## src/rtl/regulator_trim_calibrator.sv

```systemverilog
// rtl/regulator_trim_calibrator.sv - SAR trim calibration controller for the on-chip regulator.
module regulator_trim_calibrator #(
  parameter int TRIM_WIDTH    = 4,
  parameter int SETTLE_CYCLES = 16
) (
  input  logic                  clk,
  input  logic                  reset_n,
  input  logic                  start,
  input  logic                  abort,
  input  logic                  cmp_high,
  input  logic                  manual_en,
  input  logic [TRIM_WIDTH-1:0] trim_manual,
  output logic [TRIM_WIDTH-1:0] trim,
  output logic                  busy,
  output logic                  done,
  output logic                  rail
);

  localparam int CW = (SETTLE_CYCLES > 1) ? $clog2(SETTLE_CYCLES) : 1;
  localparam int BW = (TRIM_WIDTH > 2) ? $clog2(TRIM_WIDTH) : 1;
  localparam logic [CW-1:0]         CNT_LOAD = CW'(SETTLE_CYCLES - 1);
  localparam logic [BW-1:0]         BIT_TOP  = BW'(TRIM_WIDTH - 1);
  localparam logic [TRIM_WIDTH-1:0] MID      = {1'b1, {(TRIM_WIDTH-1){1'b0}}};

  typedef enum logic [1:0] {IDLE, SETTLE, DECIDE, DONE} state_t;

  state_t                  state, state_next;
  logic [TRIM_WIDTH-1:0]   code, code_next;
  logic [BW-1:0]           bit_idx, bit_next;
  logic [CW-1:0]           cnt, cnt_next;
  logic [TRIM_WIDTH-1:0]   cal_q;
  logic                    cmp_meta, cmp_s;
  logic                    finish, finish_q;

  always_ff @(posedge clk or negedge reset_n) begin
    if (!reset_n) begin
      cmp_meta <= 1'b0;
      cmp_s    <= 1'b0;
    end else begin
      cmp_meta <= cmp_high;
      cmp_s    <= cmp_meta;
    end
  end

  always_comb begin
    state_next = state;
    code_next  = code;
    bit_next   = bit_idx;
    cnt_next   = cnt;
    finish     = 1'b0;
    case (state)
      IDLE: begin
        if (start && !abort && !busy) begin
          state_next = SETTLE;
          code_next  = MID;
          bit_next   = BIT_TOP;
          cnt_next   = CNT_LOAD;
        end
      end
      SETTLE: begin
        if (abort)            state_next = IDLE;
        else if (cnt == '0)   state_next = DECIDE;
        else                  cnt_next   = cnt - 1'b1;
      end
      DECIDE: begin
        if (abort) begin
          state_next = IDLE;
        end else begin
          // comparator high means vout is above target: this bit overshoots
          if (cmp_s) code_next[bit_idx] = 1'b0;
          if (bit_idx != '0) begin
            code_next[bit_idx - 1'b1] = 1'b1;
            bit_next   = bit_idx - 1'b1;
            cnt_next   = CNT_LOAD;
            state_next = SETTLE;
          end else begin
            state_next = DONE;
          end
        end
      end
      DONE: begin
        state_next = IDLE;
        finish     = !abort;
      end
      default: state_next = IDLE;
    endcase
  end

  always_ff @(posedge clk or negedge reset_n) begin
    if (!reset_n) begin
      state    <= IDLE;
      code     <= '0;
      bit_idx  <= '0;
      cnt      <= '0;
      cal_q    <= '0;
      rail     <= 1'b0;
      busy     <= 1'b0;
      finish_q <= 1'b0;
      done     <= 1'b0;
      trim     <= '0;
    end else begin
      state    <= state_next;
      code     <= code_next;
      bit_idx  <= bit_next;
      cnt      <= cnt_next;
      busy     <= (state != IDLE) && !abort;
      finish_q <= finish;
      done     <= finish_q;
      if (finish) begin
        // offset-binary to two's complement is an MSB flip
        cal_q <= code ^ MID;
        rail  <= (code == '0) || (&code);
      end
      if (busy)           trim <= code ^ MID;
      else if (manual_en) trim <= trim_manual;
      else                trim <= cal_q;
    end
  end

endmodule

```

## config.mk

```make
export PLATFORM = sky130hd
export DESIGN_NAME = regulator_trim_calibrator
export DESIGN_NICKNAME = d
export VERILOG_FILES = /design/src/rtl/regulator_trim_calibrator.sv
export SDC_FILE = /design/constraint.sdc
export NUM_CORES = 1
export LEC_CHECK = 0
export ABC_AREA = 1
export ABC_CLOCK_PERIOD_IN_PS = 3450
export BUFFER_PORTS_ARGS = -buffer_cell sky130_fd_sc_hd__buf_4
export CORE_AREA = 2 2 46 56
export CTS_CLUSTER_SIZE = 28
export DETAILED_ROUTE_END_ITERATION = 7
export DIE_AREA = 0 0 48 58
export GPL_TIMING_DRIVEN = 0
export PLACE_DENSITY = 0.88
export SLEW_MARGIN = 15
export SYNTH_ARGS = -nofsm -noshare
export SYNTH_HDL_FRONTEND = slang
export SYNTH_SLANG_ARGS = --single-unit
```

## constraint.sdc

```tcl
create_clock -name clk -period 3.45 [get_ports clk]
set_input_delay 0 -clock clk [delete_from_list [all_inputs] [get_ports clk]]
set_output_delay 0 -clock clk [all_outputs]
set_load 0.03 [all_outputs]
```

Yosys cells after proc, flatten, opt, wreduce, memory -nomap -nowiden
Cells that the tools add are included.
{ "totals": {"ff_bits": 26, "in_bits": 10, "wordCells": 81} }
{ "op_classes": {"n_addsub": 2, "order_cmp": 4, "n_eq_ne": 9, "mux": 30, "bitwise_logic": 4, "n_reduce_logical": 20} }
{ "op_table": {"columns": ["cell", "count"], "rows": [
  ["$mux 4", 13],
  ["$mux 2", 8],
  ["$pmux 4 s3", 1],
  ["$ne 2x2->1 const B", 5],
  ["$logic_not 4->1", 2],
  ["$pmux 2 s4", 1],
  ["$pmux 4 s2", 1],
  ["$reduce_and 4->1", 2],
  ["$lt 2x3->1 const B", 2],
  ["$reduce_and 6->1", 1],
  ["$reduce_bool 2->1", 3],
  ["$logic_and 1x1->1", 5],
  ["$and 4x4->4", 1],
  ["$demux 1 s2", 2],
  ["$eq 2x2->1 const B", 2],
  ["$ge 2x1->1 const B", 2],
  ["$not 4->4", 1],
  ["$or 4x4->4", 1],
  ["$pmux 2 s2", 1],
  ["$sub 4x1->4 const B", 1],
  ["$mux 1", 3],
  ["$ne 3x3->1 const B", 1],
  ["$reduce_and 3->1", 1],
  ["$reduce_bool 3->1", 1],
  ["other kinds (7)", 8]
]} }

Depth between registers and ports, before layout
{ "depth": {"depth_word": 13, "depth_mapped": 9, "depth_no_buf": 9} }

Worst setup path after synthesis
Ideal clock, no wire load.
{ "synth_path": {"path_type": "register -> register", "startpoint": "reg bit_idx[0]", "endpoint": "reg cnt[0]", "setup_time_ps": 117, "arrival_time_ps": 1167, "required_time_ps": 3333, "setup_slack_ps": 2167, "stages_incl_launch_ff": 9, "path_buffers": 0, "synth_period_minus_slack_ps": 1283, "cell_sequence": "dfrtp_1 -> inv_1 -> ha_1 -> inv_1 -> nand3_1 -> nand2_1 -> nand3_1 -> nand2_1 -> nand2_1"} }
{ "synth_via": {"elab_chain_len": 3} }
{ "synth_lines": {"columns": ["item", "line_no", "source"], "rows": [
  ["start: declaration", "29", "logic [BW-1:0] bit_idx, bit_next;"],
  ["start signal: assignment", "104", "bit_idx <= bit_next;"],
  ["$reduce_bool 2->1", "71", "if (bit_idx != '0) begin"],
  ["$ne 2x2->1 (no source line)", null, null],
  ["$reduce_and 6->1 (no source line)", null, null],
  ["end signal: assignment", "105", "cnt <= cnt_next;"],
  ["end: declaration", "30", "logic [CW-1:0] cnt, cnt_next;"]
]} }
No other way between the ends.
A chain may end at the register's enable or synchronous reset.

Final worst setup path
{ "layout_path": {"startpoint": "reg bit_idx[0]", "endpoint": "reg cnt[2]"} }
The elaborated chain is that of the path after synthesis.

==> results.cfg <==
[power]
power.total_mw = 1.29
ir_drop_v = 0.000477
powerDensity_nw_per_um2 = 839
leakagePower_nw = 0.797

[floorplanning]
initial_core_util = 0.569
rows = 19
coreArea_um2 = 2260
die_height_um = 58
die-area_um2 = 2780
die_x_um = 48
ios = 17

[worst_setup_path]
required_ps = 3670
worstSetupStartpointType = flop
endpoint_kind = flop
rr_worst_depth = 8
path_class = flop to flop
worstPathMaxFanout = 6
crit_arrival_ps = 1730

[final_layout]
areaGrowthSynthToFinish_pct = 19.9
final_area_um2 = 1540
diodes = 0
fin_cells = 211
drive_gt1_frac = 0.194
nets = 196
fillers = 175

[sta]
rsz0062_at_grt = false
finalCritPeriodShare = 0.437
fin_tns_setup_ps = 0
setup_viol = 0
tightestPinTransition_ps = 329
fmax_mhz = 663
hold_viol = 0
max_slew_margin = 0.781
fin_crit_ps = 1510
drv_slew = 0
skew_ps = 5.41

[route]
num_vias = 1115
routed_wl_um = 2450
drt_first_pass_iters = 4
vias_per_cell = 5.28
drcViolationCount = 0
avgRoutedWirePerCell_um = 11.6
initialDrtViolationCount = 28
antenna_left = 0

[synthesis]
synthAdderAreaFrac = 0.0487
synth_warnings = 0
synthXorXnorAreaFrac = 0
ys_seq_area_frac = 0.506
synth-compound-area-share = 0.0925
synth-simple-area-share = 0.288
avgSynthCellArea_um2 = 8.34
synth.area.mux_share = 0
syn-cell-area_um2 = 1280
synth-seq-cells = 26
synth_top_family_by_area = simple AND/OR/NAND/NOR gates
synthDistinctLibCells = 22
synth_nets = 169
synth_cells = 154

[placed_design]
dp.final_hpwl_um = 1830
place_inst = 201
place.gp.congestion = 0.863
port_buffers = 16
postPlaceCellArea_um2 = 1440

[hold_path]
hold_path.class = input port to flop
worstHoldPathCells = 3

[cts]
root_buffer = clkbuf_4
clk_latency_ps = 310
post_cts_buffers = 0
path_clk_slew_ps = 140
cts_buffers = 3
cts_max_level = 1
cts_sinks = 26
cts_max_path_buffers = 2
cts_tree = done

[global_route]
antenna_found_initial = 0
grt_usage = 0.208
grt_max_degree = 27
grt_pass1_wl_um = 4290
first_global_vias = 1102
grt_overflow = 0

[run]
cap_viol_max_count = 0

[outcome]
outcome = complete, no violations
[state kept, by name, summed over array words and instances (netlist names)]
signal and cells:
cnt 4, trim 4, cmp_meta 1, cal_q 4
busy 1, cmp_s 1, finish_q 1, code 4
state 2, done 1, bit_idx 2, rail 1
[layout by cell type (no fill, tap or decap), drive strengths merged]
cell | Yosys | layout
o31ai | 1 | 1
dfrtp | 26 | 26
or2 | 1 | 1
a22oi | 3 | 3
nor3 | 1 | 1
inv | 22 | 22
nand4 | 1 | 1
ha | 5 | 5
nand3b | 1 | 1
o22ai | 1 | 1
clkbuf | 0 | 4
o211ai | 3 | 3
a21oi | 4 | 4
nor2 | 7 | 7
dlygate4sd3 | 0 | 6
o21ai | 8 | 8
buf | 0 | 16
nand2 | 54 | 54
nand3 | 16 | 16
[cells in the mapped netlist (all sizes together)]
master,count,area [µm²]
a21oi,4,20.0
a22oi,3,22.5
dfrtp,26,651
ha,5,62.6
inv,22,82.6
nand2,54,210
nand3,16,85.1
nand3b,1,7.51
nand4,1,6.26
nor2,7,38.8
nor3,1,16.3
o211ai,3,22.5
o21ai,8,40.0
o22ai,1,6.26
o31ai,1,7.51
or2,1,6.26
[layout make-up]
class | instances | area, µm² | share of cell area
flip-flops and latches | 26 | 651 | 0.422
multi-input cells | 106 | 552 | 0.358
repair buffers | 22 | 180 | 0.117
inverters | 22 | 82.6 | 0.0536
well taps | 31 | 38.8 | 0.0252
clock buffers | 4 | 36.3 | 0.0236
[worst paths after layout]
| path | slack (ps) | end | from |
|---|---|---|---|
| min reg2reg | 370 | cmp_s$_DFF_PN0_ | cmp_meta$_DFF_PN0_ |
| max in group asynchronous | 3090 | bit_idx[1]$_DFFE_PN0P_ | reset_n |
| max reg2reg | 1940 | cnt[2]$_DFFE_PN0P_ | bit_idx[0]$_DFFE_PN0P_ |
| min in group asynchronous | 110 | trim[1]$_DFF_PN0_ | reset_n |
| min | 20 | trim[3]$_DFF_PN0_ | trim_manual[3] |
| max | 1940 | cnt[2]$_DFFE_PN0P_ | bit_idx[0]$_DFFE_PN0P_ |
[through the flow]
step                hold WS (ps)  setup WS [ps]   util
floorplan                   -296           2170      -
global placement           -84.6           2030  0.639
detailed placement         -72.9           1970  0.639
CTS                         16.3           1950  0.682
global route                20.7           1800  0.682
finish                      16.3           1940  0.682
[power by group]
part	leakage [nW]	switching, mW	internal [mW]
Sequential	0.325	0.111	0.422
Combinational	0.451	0.385	0.224
Clock	0.0210	0.0855	0.0644
[layer usage]
layer / up-vias / global-route usage / part of all wire
met2: 39 / 0.370 / 0.54
met5: - / 0 / 0
met4: 0 / 0.0772 / 0.012
met1: 524 / 0.240 / 0.41
met3: 4 / 0.0312 / 0.042
li1: 548 / - / -
[kinds of logic (layout without fill, tap and decap cells)]
logic type | Yosys count | count (layout)
fa+ha+maj | 5 | 5
simple gates | 81 | 81
buf+inv | 22 | 48
flops | 26 | 26
compound gates | 20 | 20
[critical path, cell delays in order (launching register included)]
cell,delay [ps]
dfrtp_1,460
inv_1,120
ha_1,230
inv_1,130
nand3_1,80
nand2_1,80
nand3_1,160
nand2_1,100
nand2_1,60
[what timing repair did]
item	4_1_cts	5_1_grt
gates resized for setup	0	0
hold buffers	6	0
hold endpoints to repair	32	0
No activity file was read; power rests on OpenSTA's default activity.
